## config.mk

```make
export PLATFORM = sky130hd
export DESIGN_NAME = prbs_err_acc
export DESIGN_NICKNAME = d
export VERILOG_FILES = /design/src/rtl/prbs_err_acc.sv
export SDC_FILE = /design/constraint.sdc
export NUM_CORES = 1
export LEC_CHECK = 0
export BUFFER_PORTS_ARGS = -buffer_cell sky130_fd_sc_hd__clkbuf_2
export CAP_MARGIN = 20
export CORE_ASPECT_RATIO = 1.5
export CORE_MARGIN = 5
export CORE_UTILIZATION = 30
export CTS_BUF_LIST = sky130_fd_sc_hd__clkbuf_2 sky130_fd_sc_hd__clkbuf_4 sky130_fd_sc_hd__clkbuf_8
export CTS_CLUSTER_SIZE = 12
export DETAILED_ROUTE_END_ITERATION = 6
export GPL_TIMING_DRIVEN = 1
export PLACE_DENSITY = 0.57
export REMOVE_ABC_BUFFERS = 1
export SETUP_SLACK_MARGIN = 0.1
export SLEW_MARGIN = 20
export SYNTH_ARGS = -nofsm -noshare
export SYNTH_HDL_FRONTEND = slang
export SYNTH_SLANG_ARGS = --single-unit
```

## constraint.sdc

```tcl
create_clock -name REC_CLK -period 9.25 [get_ports REC_CLK]
set_input_delay 0.4625 -clock REC_CLK [delete_from_list [all_inputs] [get_ports REC_CLK]]
set_output_delay 0.4625 -clock REC_CLK [all_outputs]
set_load 0.01 [all_outputs]
```

## src/rtl/prbs_err_acc.sv

```systemverilog
`default_nettype none
// ============================================================================
// Module   : prbs_err_acc
// Purpose  : Consumes the per-word VALID/MATCH results of the 48-bit PRBS
//            checker in the REC_CLK domain. It acquires lock on the stream
//            through a lock/loss hysteresis FSM. While locked it keeps
//            saturating word and error counts and a lock-loss count. It also
//            provides an atomic (optionally read-and-clear) snapshot.
// Ports    : REC_CLK, RST (async, active-high)
//            CE3, VALID, MATCH   - checker result qualifiers; sample = CE3&VALID
//            CLR                 - synchronous clear of counters and state
//            SNAP                - snapshot request pulse
//            LOCKED, ERR_FREE    - lock status
//            WORD_CNT, ERR_CNT   - saturating counters (CNT_W bits)
//            LOSS_CNT            - saturating lock-loss count (8 bits)
//            SNAP_WORDS/ERRS     - captured counters; SNAP_VLD one-cycle strobe
// Revision : 1.0 - initial release
// ============================================================================
module prbs_err_acc #(
    parameter int CNT_W     = 32,
    parameter int LOCK_GOOD = 16,
    parameter int LOSS_BAD  = 8
) (
    input  logic             REC_CLK,
    input  logic             RST,
    input  logic             CE3,
    input  logic             VALID,
    input  logic             MATCH,
    input  logic             CLR,
    input  logic             SNAP,
    output logic             LOCKED,
    output logic [CNT_W-1:0] WORD_CNT,
    output logic [CNT_W-1:0] ERR_CNT,
    output logic [7:0]       LOSS_CNT,
    output logic             ERR_FREE,
    output logic [CNT_W-1:0] SNAP_WORDS,
    output logic [CNT_W-1:0] SNAP_ERRS,
    output logic             SNAP_VLD
);

    typedef enum logic [1:0] {
        ST_IDLE   = 2'd0,
        ST_ACQ    = 2'd1,
        ST_LOCKED = 2'd2
    } state_t;

    localparam logic [7:0]       C_LOCK_GOOD = 8'(LOCK_GOOD);
    localparam logic [7:0]       C_LOSS_BAD  = 8'(LOSS_BAD);
    localparam logic [CNT_W-1:0] C_CNT_MAX   = '1;
    localparam logic [CNT_W-1:0] C_CNT_ONE   = CNT_W'(1);

    state_t           r_state;
    state_t           w_state;
    logic [7:0]       r_good;
    logic [7:0]       w_good;
    logic [7:0]       r_bad;
    logic [7:0]       w_bad;
    logic [CNT_W-1:0] w_words;
    logic [CNT_W-1:0] w_errs;
    logic [7:0]       w_loss;
    logic             w_err_free;
    logic             w_sample;
    logic [7:0]       w_good_inc;

    assign w_sample = CE3 & VALID;

    // The good-run counter is always zero while idle, so the first match
    // counts as run length one. This also covers LOCK_GOOD == 1, where that
    // first match locks directly.
    assign w_good_inc = (r_state == ST_IDLE) ? 8'd1 : r_good + 8'd1;

    always_comb begin
        w_state    = r_state;
        w_good     = r_good;
        w_bad      = r_bad;
        w_words    = WORD_CNT;
        w_errs     = ERR_CNT;
        w_loss     = LOSS_CNT;
        w_err_free = ERR_FREE;

        if (CLR) begin
            // A sample arriving in the same cycle as CLR is discarded.
            w_state    = ST_IDLE;
            w_good     = 8'd0;
            w_bad      = 8'd0;
            w_words    = '0;
            w_errs     = '0;
            w_loss     = 8'd0;
            w_err_free = 1'b0;
        end else if (w_sample) begin
            case (r_state)
                ST_IDLE, ST_ACQ: begin
                    if (MATCH) begin
                        if (w_good_inc == C_LOCK_GOOD) begin
                            // The lock-completing sample is not counted.
                            w_state    = ST_LOCKED;
                            w_good     = 8'd0;
                            w_bad      = 8'd0;
                            w_err_free = 1'b1;
                        end else begin
                            w_state = ST_ACQ;
                            w_good  = w_good_inc;
                        end
                    end else begin
                        w_state = ST_IDLE;
                        w_good  = 8'd0;
                    end
                end
                ST_LOCKED: begin
                    if (WORD_CNT != C_CNT_MAX) begin
                        w_words = WORD_CNT + C_CNT_ONE;
                    end
                    if (MATCH) begin
                        w_bad = 8'd0;
                    end else begin
                        w_err_free = 1'b0;
                        if (ERR_CNT != C_CNT_MAX) begin
                            w_errs = ERR_CNT + C_CNT_ONE;
                        end
                        if (r_bad + 8'd1 == C_LOSS_BAD) begin
                            // The triggering mismatch is still counted above.
                            w_state = ST_IDLE;
                            w_good  = 8'd0;
                            w_bad   = 8'd0;
                            if (LOSS_CNT != 8'hFF) begin
                                w_loss = LOSS_CNT + 8'd1;
                            end
                        end else begin
                            w_bad = r_bad + 8'd1;
                        end
                    end
                end
                default: begin
                    w_state = ST_IDLE;
                    w_good  = 8'd0;
                    w_bad   = 8'd0;
                end
            endcase
        end
    end

    always_ff @(posedge REC_CLK or posedge RST) begin
        if (RST) begin
            r_state    <= ST_IDLE;
            r_good     <= 8'd0;
            r_bad      <= 8'd0;
            LOCKED     <= 1'b0;
            WORD_CNT   <= '0;
            ERR_CNT    <= '0;
            LOSS_CNT   <= 8'd0;
            ERR_FREE   <= 1'b0;
            SNAP_WORDS <= '0;
            SNAP_ERRS  <= '0;
            SNAP_VLD   <= 1'b0;
        end else begin
            r_state  <= w_state;
            r_good   <= w_good;
            r_bad    <= w_bad;
            LOCKED   <= (w_state == ST_LOCKED);
            WORD_CNT <= w_words;
            ERR_CNT  <= w_errs;
            LOSS_CNT <= w_loss;
            ERR_FREE <= w_err_free;
            SNAP_VLD <= SNAP;
            // Captures the pre-update counters, so a same-edge sample or
            // CLR is not reflected in the snapshot (read-and-clear).
            if (SNAP) begin
                SNAP_WORDS <= WORD_CNT;
                SNAP_ERRS  <= ERR_CNT;
            end
        end
    end

endmodule
`default_nettype wire

```

==> reports/results.tsv <==
stage	metric	value	unit
synthesis	mux share of post-synthesis cell area	10.4	%
timing	worst slew pin tran	956	ps
synthesis	Yosys top cell by area	dfrtp_1	
synthesis	Simple-Gate Fraction of Synth Area	21.3	%
synthesis	yosys warns	0	
synthesis	Seq cells post-synth	157	
clock_tree	H-tree depth	4	
timing	hold slack	140	ps
timing	setup TNS	0	ps
power	pwr/cell area	144	mW/mm^2
critical_path	Crit Path Category	flip-flop to flip-flop	
cells_and_area	commonest non-fill, non-tap cell in the layout	dfrtp_1	
synthesis	Async S/R FF share, synth	100	%
timing	Fmax achieved	350	MHz
critical_path	Setup crit start kind	flip-flop	
clock_tree	Clk Latency, worst-skew pair	460	ps
synthesis	Most used DFF post-synth	dfrtp_1	
floorplan	Cell Rows	71	
synthesis	Synth top area share	51.1	%
critical_path	Worst EP arrival	3180	ps
global_routing	largest net degree at the start of global routing	85	
cells_and_area	Finished Core Util	36.3	%
cells_and_area	n_diodes	0	
timing	Final Hold Viols	0	
cells_and_area	NumNets Final	874	
drt	DRC viols	0	
place	gpl congestion	0.803	
power	Net Sw Power	0.000312	W
cells_and_area	Finished Layout Cells	1202	
synthesis	Post-Synth XOR/XNOR Area	6.61	%
cells_and_area	FILL cells	2504	
synthesis	number of flops mapped to enable cells by yosys	0	
power	clock share of power	41.8	%
timing	final setup fails	0	
timing	post-layout min period	2860	ps
synthesis	main combinational cell family by area after synthesis	simple AND/OR/NAND/NOR gates	
clock_tree	Clk pin slew, worst setup/hold paths	90	ps
run_status	outcome	finished clean	
critical_path	crit end category	flip-flop	
power	Peak supply drop	0.0807	mV
global_routing	total congestion overflow	0	
synthesis	register area share after synthesis	51.1	%
timing	normalized max-slew margin	36.2	%
floorplan	core area	0.0251	mm^2
floorplan	# IOs	146	
power	leakage power	4.26	nW
synthesis	Yosys cell types	57	
power	Reg power frac	53.4	%
clock_tree	CTS tree	built	
timing	count of final max-slew check failures	0	
clock_tree	root buffer cell	clkbuf_8	
synthesis	Netlist Area Pre-Place	0.00769	mm^2
cells_and_area	most frequent cells in the layout	dfrtp_1 (157), clkbuf_2 (143), nor2_1 (83)	
place	Inst Count DP	1170	
global_routing	GRT Resource Usage Total	14.1	%
clock_tree	clock buffer depth	2	
drt	Vias/cell	4.98	
drt	via total after detailed routing	5983	
clock_tree	Num CTS Buffers	17	
power	Pint	0.00100	W
critical_path	CP Max Fanout	20	
drt	initial DRC count	345	
critical_path	CP required	9580	ps
synthesis	adder-cell share of the synthesized area	0.977	%
power	Tot Pwr	0.00131	W
power	Comb pwr share	4.8	%
floorplan	starting density of the core	30.6	%
cells_and_area	ratio of cells with drive above 1 in the final layout	30.1	%
cells_and_area	multi-input logic area	0.00357	mm^2
drt	Routed Antenna Nets	0	
floorplan	die area	0.0290	mm^2
synthesis	Mapped Avg Cell Area	10.6	um^2
cells_and_area	Sequential Area	0.00393	mm^2
timing	RSZ-0062 raised after global routing	no	
global_routing	initial antenna violation count	0	
place	detailed placer's ending HPWL	13.9	mm
global_routing	global-route wire length before repair	33.1	mm
synthesis	Area contributors post-synth	dfrtp_1 (51%), mux2_2 (10%), xor2_1 (4.1%), nor2_1 (4.1%), nand4_1 (2.7%)	
power	Sw Ratio	23.8	%
drt	WL per Instance	16.4	um
floorplan	Die Height	206	um
timing	Tcrit/Tclk final	30.9	%
synthesis	Post-Synthesis Cells	728	
synthesis	Synth Area in Compound Gates	7.24	%
clock_tree	CTS resizes	0	
hold_path	HP Class	input pin to async pin	
flow_run	Max Cap Viol	0	
global_routing	vias in the first global route	6224	
timing	Max Clock Skew	17.4	ps
place	port buffer count	145	
cells_and_area	Syn-to-layout area delta	18.9	%
drt	total wire length	19.7	mm
floorplan	Die Width	141	um
clock_tree	Num Clock Sinks	157	
clock_tree	post-CTS setup buffers	0	
drt	drt first pass iters	5	
clock_tree	# hold bufs at CTS	0	
per-layer routing:
layer  global-route usage, %  vias up  wire, um
li1                        -     2857         -
met1                    16.8     2986      8420
met2                    24.7      118     10200
met3                    3.31       22       782
met4                    4.74        0       312
met5                       0        -         0
worst paths after layout:
path | start | end | slack [ps] | depth (start not counted)
max | ERR_CNT[20] | ERR_CNT[9] | 6390 | 6
min | RST | SNAP_WORDS[12] | 140 | 2
max reg2reg | ERR_CNT[20] | ERR_CNT[9] | 6390 | 6
min reg2reg | SNAP_WORDS[16] | SNAP_WORDS[16] | 510 | 1
max in group asynchronous | RST | SNAP_ERRS[18] | 7630 | 3
min in group REC_CLK | MATCH | r_state[1] | 430 | 3
layout make-up:
type                            count  share of cell area (%)
Multi-Input combinational cell    525                    39.1
Clock buffer                       22                    3.11
Inverter                           12                   0.548
Tap cell                          328                    4.49
Clock inverter                     10                    1.52
Sequential cell                   157                    43.0
Timing Repair Buffer              148                    8.22
cell families after synthesis:
group / Yosys count
xor+xnor: 58
flops: 157
compound gates: 82
simple gates: 308
mux: 71
buf+inv: 46
fa+ha+maj: 6
critical path, cell delays in order (launching register included):
cell and delay (ps):
dfrtp_1 490, nand4_1 310, nor4_1 610, nand3_1 740
and3_1 410, xnor2_1 130, nor2_1 50
flip-flops by register name (all words and copies together) (netlist names):
signal      cells
ERR_FREE        1
LOSS_CNT        8
r_good          8
r_state         2
SNAP_ERRS      32
SNAP_VLD        1
r_bad           8
WORD_CNT       32
ERR_CNT        32
LOCKED          1
SNAP_WORDS     32
power groups by stage:
stage / combinational, W / clock (W) / sequential (W)
2_1_floorplan: 0.0000305 / 0 / 0.000716
3_3_place_gp: 0.0000644 / 0 / 0.000715
3_5_place_dp: 0.0000653 / 0 / 0.000715
4_1_cts: 0.0000653 / 0.000572 / 0.000701
5_1_grt: 0.0000717 / 0.000598 / 0.000702
6_report: 0.0000627 / 0.000550 / 0.000701
cells in the mapped netlist, drive strengths merged (15+ instances only):
cell type,number
nand2,45
and3,15
xor2,36
nand3,37
o21ai,27
nor3,15
xnor2,22
a21oi,17
nor2,83
dfrtp,157
clkbuf,31
mux2,69
nand4,33
metrics by stage:
stage                     cell area (um^2)  setup WS, ps
after floorplan                       7550          4550
after global placement                8710          6050
after detailed placement              8710          6020
after CTS                             9140          6370
after global routing                  9140          6120
final                                 9140          6390
Note: power is estimated with default switching activity, not from simulation.
